$ cat config.mk
export PLATFORM = sky130hd
export DESIGN_NAME = glitch_seq_gen
export DESIGN_NICKNAME = d
export VERILOG_FILES = /design/src/rtl/glitch_seq_gen.sv
export SDC_FILE = /design/constraint.sdc
export NUM_CORES = 1
export LEC_CHECK = 0
export BUFFER_PORTS_ARGS = -buffer_cell sky130_fd_sc_hd__buf_2
export CELL_PAD_IN_SITES_DETAIL_PLACEMENT = 1
export CELL_PAD_IN_SITES_GLOBAL_PLACEMENT = 2
export CORE_UTILIZATION = 41
export CTS_BUF_LIST = sky130_fd_sc_hd__clkbuf_4 sky130_fd_sc_hd__clkbuf_8
export DETAILED_ROUTE_END_ITERATION = 16
export PLACE_DENSITY_LB_ADDON = 0.1
export SYNTH_ARGS = -nofsm -noshare
export SYNTH_HDL_FRONTEND = slang
export SYNTH_SLANG_ARGS = --single-unit
$ cat constraint.sdc
create_clock -name clk -period 7.5 [get_ports clk]
set_clock_uncertainty 0.15 [all_clocks]
set_input_delay 1.125 -clock clk [delete_from_list [all_inputs] [get_ports clk]]
set_output_delay 1.125 -clock clk [all_outputs]
set_load 0.01 [all_outputs]
$ cat src/rtl/glitch_seq_gen.sv
// glitch_seq_gen: after a synchronised trigger edge, emits a train of 1..N glitch
// pulses with programmable delay, width and gap. Config is latched at arm time.
module glitch_seq_gen #(
  parameter int unsigned CNT_W      = 32,
  parameter int unsigned NUM_W      = 8,
  parameter bit          GLITCH_POL = 1'b1,
  parameter bit          TRIG_EDGE  = 1'b0
) (
  input  logic             clk,
  input  logic             rst_n,
  input  logic             arm,
  input  logic             abort,
  input  logic             trig_in,
  input  logic [CNT_W-1:0] delay_cfg,
  input  logic [CNT_W-1:0] width_cfg,
  input  logic [CNT_W-1:0] gap_cfg,
  input  logic [NUM_W-1:0] count_cfg,
  output logic             glitch,
  output logic             armed,
  output logic             busy,
  output logic             done,
  output logic [NUM_W-1:0] pulse_idx
);

  typedef enum logic [2:0] {
    S_IDLE  = 3'd0,
    S_ARMED = 3'd1,
    S_DELAY = 3'd2,
    S_PULSE = 3'd3,
    S_GAP   = 3'd4,
    S_DONE  = 3'd5
  } state_t;

  localparam logic [CNT_W-1:0] CNT_ONE = CNT_W'(1);
  localparam logic [NUM_W-1:0] NUM_ONE = NUM_W'(1);

  // A zero width/gap would make a pulse or gap vanish; run it as one cycle instead.
  function automatic logic [CNT_W-1:0] nz_cnt(input logic [CNT_W-1:0] v);
    return (v == '0) ? CNT_ONE : v;
  endfunction

  function automatic logic [NUM_W-1:0] nz_num(input logic [NUM_W-1:0] v);
    return (v == '0) ? NUM_ONE : v;
  endfunction

  state_t           state_q, state_nx;
  logic [CNT_W-1:0] cnt_q, cnt_nx;
  logic [NUM_W-1:0] idx_nx;
  logic [CNT_W-1:0] dly_q, dly_nx;
  logic [CNT_W-1:0] wid_q, wid_nx;
  logic [CNT_W-1:0] gap_q, gap_nx;
  logic [NUM_W-1:0] num_q, num_nx;
  logic             glitch_nx, armed_nx, busy_nx, done_nx;
  logic             more_pulses;

  logic trig_p0, trig_p1, trig_p2;
  logic edge_p3;
  logic edge_det;

  // Stage p0/p1: two-flop synchroniser; p2: delayed copy for edge detection.
  assign edge_det = TRIG_EDGE ? (trig_p2 & ~trig_p1) : (trig_p1 & ~trig_p2);

  // Synchronise the trigger and register the detected edge (stage p3).
  always_ff @(posedge clk or negedge rst_n) begin
    if (!rst_n) begin
      trig_p0 <= 1'b0;
      trig_p1 <= 1'b0;
      trig_p2 <= 1'b0;
      edge_p3 <= 1'b0;
    end else begin
      trig_p0 <= trig_in;
      trig_p1 <= trig_p0;
      trig_p2 <= trig_p1;
      edge_p3 <= edge_det;
    end
  end

  // Widened compare so pulse_idx+1 cannot wrap at the top of the NUM_W range.
  assign more_pulses = ({1'b0, pulse_idx} + (NUM_W+1)'(1)) < {1'b0, num_q};

  // Next-state, counter and registered-output values for the sequencer.
  always_comb begin
    state_nx = state_q;
    cnt_nx   = cnt_q;
    idx_nx   = pulse_idx;
    dly_nx   = dly_q;
    wid_nx   = wid_q;
    gap_nx   = gap_q;
    num_nx   = num_q;

    case (state_q)
      S_IDLE: begin
        if (arm) begin
          dly_nx   = delay_cfg;
          wid_nx   = nz_cnt(width_cfg);
          gap_nx   = nz_cnt(gap_cfg);
          num_nx   = nz_num(count_cfg);
          cnt_nx   = '0;
          idx_nx   = '0;
          state_nx = S_ARMED;
        end
      end
      S_ARMED: begin
        if (edge_p3) begin
          if (dly_q == '0) begin
            state_nx = S_PULSE;
            cnt_nx   = wid_q;
          end else begin
            state_nx = S_DELAY;
            cnt_nx   = dly_q;
          end
        end
      end
      S_DELAY: begin
        if (cnt_q == CNT_ONE) begin
          state_nx = S_PULSE;
          cnt_nx   = wid_q;
        end else begin
          cnt_nx = cnt_q - CNT_ONE;
        end
      end
      S_PULSE: begin
        if (cnt_q == CNT_ONE) begin
          if (more_pulses) begin
            state_nx = S_GAP;
            cnt_nx   = gap_q;
          end else begin
            state_nx = S_DONE;
            cnt_nx   = '0;
          end
        end else begin
          cnt_nx = cnt_q - CNT_ONE;
        end
      end
      S_GAP: begin
        if (cnt_q == CNT_ONE) begin
          state_nx = S_PULSE;
          cnt_nx   = wid_q;
          idx_nx   = pulse_idx + NUM_ONE;
        end else begin
          cnt_nx = cnt_q - CNT_ONE;
        end
      end
      S_DONE: begin
        state_nx = S_IDLE;
      end
      default: begin
        state_nx = S_IDLE;
        cnt_nx   = '0;
      end
    endcase

    // Abort overrides every other event, including a simultaneous arm.
    if (abort) begin
      state_nx = S_IDLE;
      cnt_nx   = '0;
      idx_nx   = '0;
    end

    glitch_nx = (state_nx == S_PULSE) ? GLITCH_POL : ~GLITCH_POL;
    armed_nx  = (state_nx == S_ARMED);
    busy_nx   = (state_nx == S_DELAY) || (state_nx == S_PULSE) || (state_nx == S_GAP);
    done_nx   = (state_nx == S_DONE);
  end

  // State, counters, latched config and outputs; outputs come straight from flops.
  always_ff @(posedge clk or negedge rst_n) begin
    if (!rst_n) begin
      state_q   <= S_IDLE;
      cnt_q     <= '0;
      dly_q     <= '0;
      wid_q     <= '0;
      gap_q     <= '0;
      num_q     <= '0;
      pulse_idx <= '0;
      glitch    <= ~GLITCH_POL;
      armed     <= 1'b0;
      busy      <= 1'b0;
      done      <= 1'b0;
    end else begin
      state_q   <= state_nx;
      cnt_q     <= cnt_nx;
      dly_q     <= dly_nx;
      wid_q     <= wid_nx;
      gap_q     <= gap_nx;
      num_q     <= num_nx;
      pulse_idx <= idx_nx;
      glitch    <= glitch_nx;
      armed     <= armed_nx;
      busy      <= busy_nx;
      done      <= done_nx;
    end
  end

endmodule
==> results.py <==
metrics = {
    "status": {
        "status": "finished clean",
    },
    "placement": {
        "hpwlAfterDp_um": 19100,
        "port_buffers": 120,
        "routabilityCongestion": 0.859,
        "placed_area_um2": 8870,
    },
    "routing": {
        "first_pass_iters": 5,
        "drc": 0,
        "vias": 6875,
        "routed_wl_um": 26200,
        "route.antenna.remaining_nets": 0,
        "wire_per_inst_um": 22.8,
        "post_drt_via_cell_ratio": 5.97,
        "drtIter0Drc": 396,
    },
    "grt": {
        "grt-ovfl-total": 0,
        "grt_pass1_vias": 7280,
        "grt_pass1_wl_um": 41900,
        "grt_usage_pct": 27.6,
        "antenna_found_initial": 0,
        "grt_max_degree": 91,
    },
    "worst_setup_path": {
        "cp-start-kind": "flip-flop",
        "path_cells": "and4_1 -> nand4_1 -> xnor2_1 -> ha_1 -> nand3_1 -> nand4b_1 -> nor3_1 -> and2_1 -> a221oi_1 -> o221ai_1",
        "worstSetupEndpoint": "cnt_q[5]$_DFFE_PN0P_",
        "crit_type": "reg -> reg",
        "critPathArrivalTime_ns": 4.42,
        "cp_slowest_cell": "and2_1",
        "startpoint": "pulse_idx[2]$_DFFE_PN0P_",
        "critPathMaxFanout": 26,
        "end_kind": "flip-flop",
        "critPathMaxStageDelay_ns": 1.13,
        "regToRegSetupSlack_ns": 3.30,
        "cp.required_ns": 7.72,
        "worstReg2RegStart": "pulse_idx[2]$_DFFE_PN0P_",
        "reg2reg_to": "cnt_q[5]$_DFFE_PN0P_",
        "reg2reg_depth": 10,
    },
    "synth": {
        "ys_ff_latch": 155,
        "synth_cells": 777,
        "synthDistinctLibCells": 66,
        "synth_area_um2": 8040,
        "synthFlopType": "dfrtp_1",
        "seq_area_frac_synth_pct": 48.2,
        "synth-edff-count": 0,
        "syn-num-nets": 896,
        "avgSynthCellArea_um2": 10.3,
        "ys_async_sr_fraction_pct": 100,
        "synth_warnings": 0,
    },
    "die": {
        "floorplan.initialDensity_pct": 42.4,
        "core-area_um2": 19000,
        "die_x_um": 142,
        "num_rows": 50,
        "fp.dieH_um": 142,
        "io_pins": 121,
        "dieArea_um2": 20200,
    },
    "timing": {
        "drv_slew": 0,
        "rsz0062_at_grt": "false",
        "layout_min_cycle_time_ns": 4.20,
        "finalSetupViolations": 0,
        "holdWs_ns": 0.247,
        "clock.fmax_mhz": 238,
        "max-slew-margin-rel_pct": 11.7,
        "fin_crit_sh_pct": 56.0,
        "fin_tns_setup_ns": 0,
        "hold_viol": 0,
        "worst_pin_slew_ns": 1.32,
    },
    "finish": {
        "fin_area_um2": 9290,
        "post-route-util_pct": 49.0,
        "diodes": 0,
        "nNetsFinal": 998,
        "area.growth.synth_to_final_pct": 15.5,
        "num-fill-cells": 2157,
        "drive_gt1_share_pct": 29.6,
    },
    "cts": {
        "clk_path_buf_depth": 2,
        "cts_setup_buffers": 0,
        "root_buffer": "clkbuf_8",
        "clock_latency_ns": 0.46,
        "cts_tree": "built",
        "cts_sinks": 155,
        "cts_inserted_buffers": 17,
        "hold_buffers": 0,
        "cts_resized": 0,
        "ctsHtreeMaxLevel": 4,
        "clk_pin_slew_ns": 0.09,
    },
    "power": {
        "p_leak_nw": 4.03,
        "ir_drop_v": 0.000119,
        "pwr_density_cell_nw_per_um2": 230,
    },
    "worst_hold_path": {
        "worstHoldPathType": "reg -> reg",
    },
    "job": {
        "maxCapViolCount": 0,
    },
}
flip-flops by register name (all words and copies together) (netlist names):
name       flops
trig_p2        1
trig_p0        1
armed          1
wid_q         32
trig_p1        1
pulse_idx      8
done           1
gap_q         32
glitch         1
num_q          8
cnt_q         32
busy           1
dly_q         32
state_q        3
edge_p3        1
area by class of cell:
class | instances | area, um^2 | area share, %
Clock buffer | 21 | 283 | 3.04
Clock inverter | 11 | 133 | 1.43
Inverter | 25 | 93.8 | 1.01
Multi-Input combinational cell | 547 | 3870 | 41.7
Sequential cell | 155 | 3880 | 41.8
Tap cell | 260 | 325 | 3.50
Timing Repair Buffer | 133 | 704 | 7.58
synthesized netlist by cell type (all sizes together), types with 3 or more instances:
library cell	instances	share of area, %
mux2	82	11
ha	10	1.6
clkbuf	40	1.9
o31ai	3	0.28
or3	12	0.93
o21a	9	0.84
nand3	20	1.2
nor3	30	1.9
nor4	35	2.9
o221ai	9	0.98
o41ai	3	0.33
inv	25	1.2
a311o	3	0.37
a21oi	41	2.6
xor2	9	0.98
nand2	54	2.6
dfrtp	155	48
xnor2	12	1.3
a221oi	9	0.98
or4	11	1.2
a221o	17	2.1
a22oi	12	1.1
and3	3	0.23
o21ai	53	3.3
nand4	9	0.70
nand2b	3	0.23
or2	5	0.39
buf	10	0.78
nor2	35	1.7
o211ai	9	0.84
a32oi	5	0.54
and2	10	0.78
routing by layer:
metal | track usage, % | wire [um] | vias to the layer above
met5 | 0 | 0 | -
met4 | 8.43 | 470 | 0
met3 | 4.91 | 1320 | 31
met2 | 42.4 | 12000 | 208
met1 | 39.6 | 12500 | 3507
li1 | - | - | 3129
report_power, final:
group / switching, mW / leakage (nW) / internal [mW] / total, mW
combinational: 0.232 / 1.90 / 0.190 / 0.422
sequential: 0.106 / 1.92 / 0.946 / 1.05
clock: 0.332 / 0.207 / 0.330 / 0.663
how the worst min path moves through the flow:
stage	startpoint	slack (ns)	to	cells past startpoint
after floorplan	trig_p0$_DFF_PN0_	0.18	trig_p1$_DFF_PN0_	0
after global placement	trig_p0$_DFF_PN0_	0.22	trig_p1$_DFF_PN0_	0
after detailed placement	trig_p0$_DFF_PN0_	0.23	trig_p1$_DFF_PN0_	0
after CTS	trig_p2$_DFF_PN0_	0.25	edge_p3$_DFF_PN0_	1
after global routing	trig_p0$_DFF_PN0_	0.28	trig_p1$_DFF_PN0_	0
final	trig_p2$_DFF_PN0_	0.25	edge_p3$_DFF_PN0_	1
worst max-delay path: cells and delay by family (launching register included):
| family | cells | cell delay (ns) |
|---|---|---|
| XOR/XNOR | 1 | 0.26 |
| AO/OA/AOI/OAI | 2 | 0.50 |
| adder cells (fa/ha/maj) | 1 | 0.31 |
| AND/OR/NAND/NOR | 6 | 2.40 |
| flip-flops | 1 | 0.48 |
metrics by stage:
stage | std cells | power, mW | setup WS (ns)
CTS | 1152 | 2.15 | 3.32
global placement | 1120 | 1.47 | 3.68
global route | 1152 | 2.24 | 2.97
finish | 1152 | 2.14 | 3.30
detailed placement | 1120 | 1.49 | 3.34
floorplan | 777 | 1.31 | 4.05
cell families (layout without fill, tap and decap cells):
group	Yosys count	count (layout)	synth area share, %
AO/OA/AOI/OAI	197	197	16.8
XOR/XNOR	21	21	2.29
adder cells (fa/ha/maj)	10	10	1.56
buffers and inverters	75	190	3.81
flip-flops	155	155	48.2
multiplexers	82	82	11.5
AND/OR/NAND/NOR	237	237	15.8
cell usage in the layout, fill, tap and decap left out, drive strengths merged, types with 4 or more instances in the layout:
master / instances
dfrtp: 155
buf: 133
mux2: 82
nand2: 54
o21ai: 53
a21oi: 41
nor4: 35
nor2: 35
nor3: 30
inv: 28
clkbuf: 21
nand3: 20
a221o: 17
xnor2: 12
or3: 12
a22oi: 12
or4: 11
ha: 10
and2: 10
nand4: 9
xor2: 9
o211ai: 9
o21a: 9
a221oi: 9
o221ai: 9
or2: 5
a32oi: 5
clkinv: 4
(Power assumes the default switching activity.)
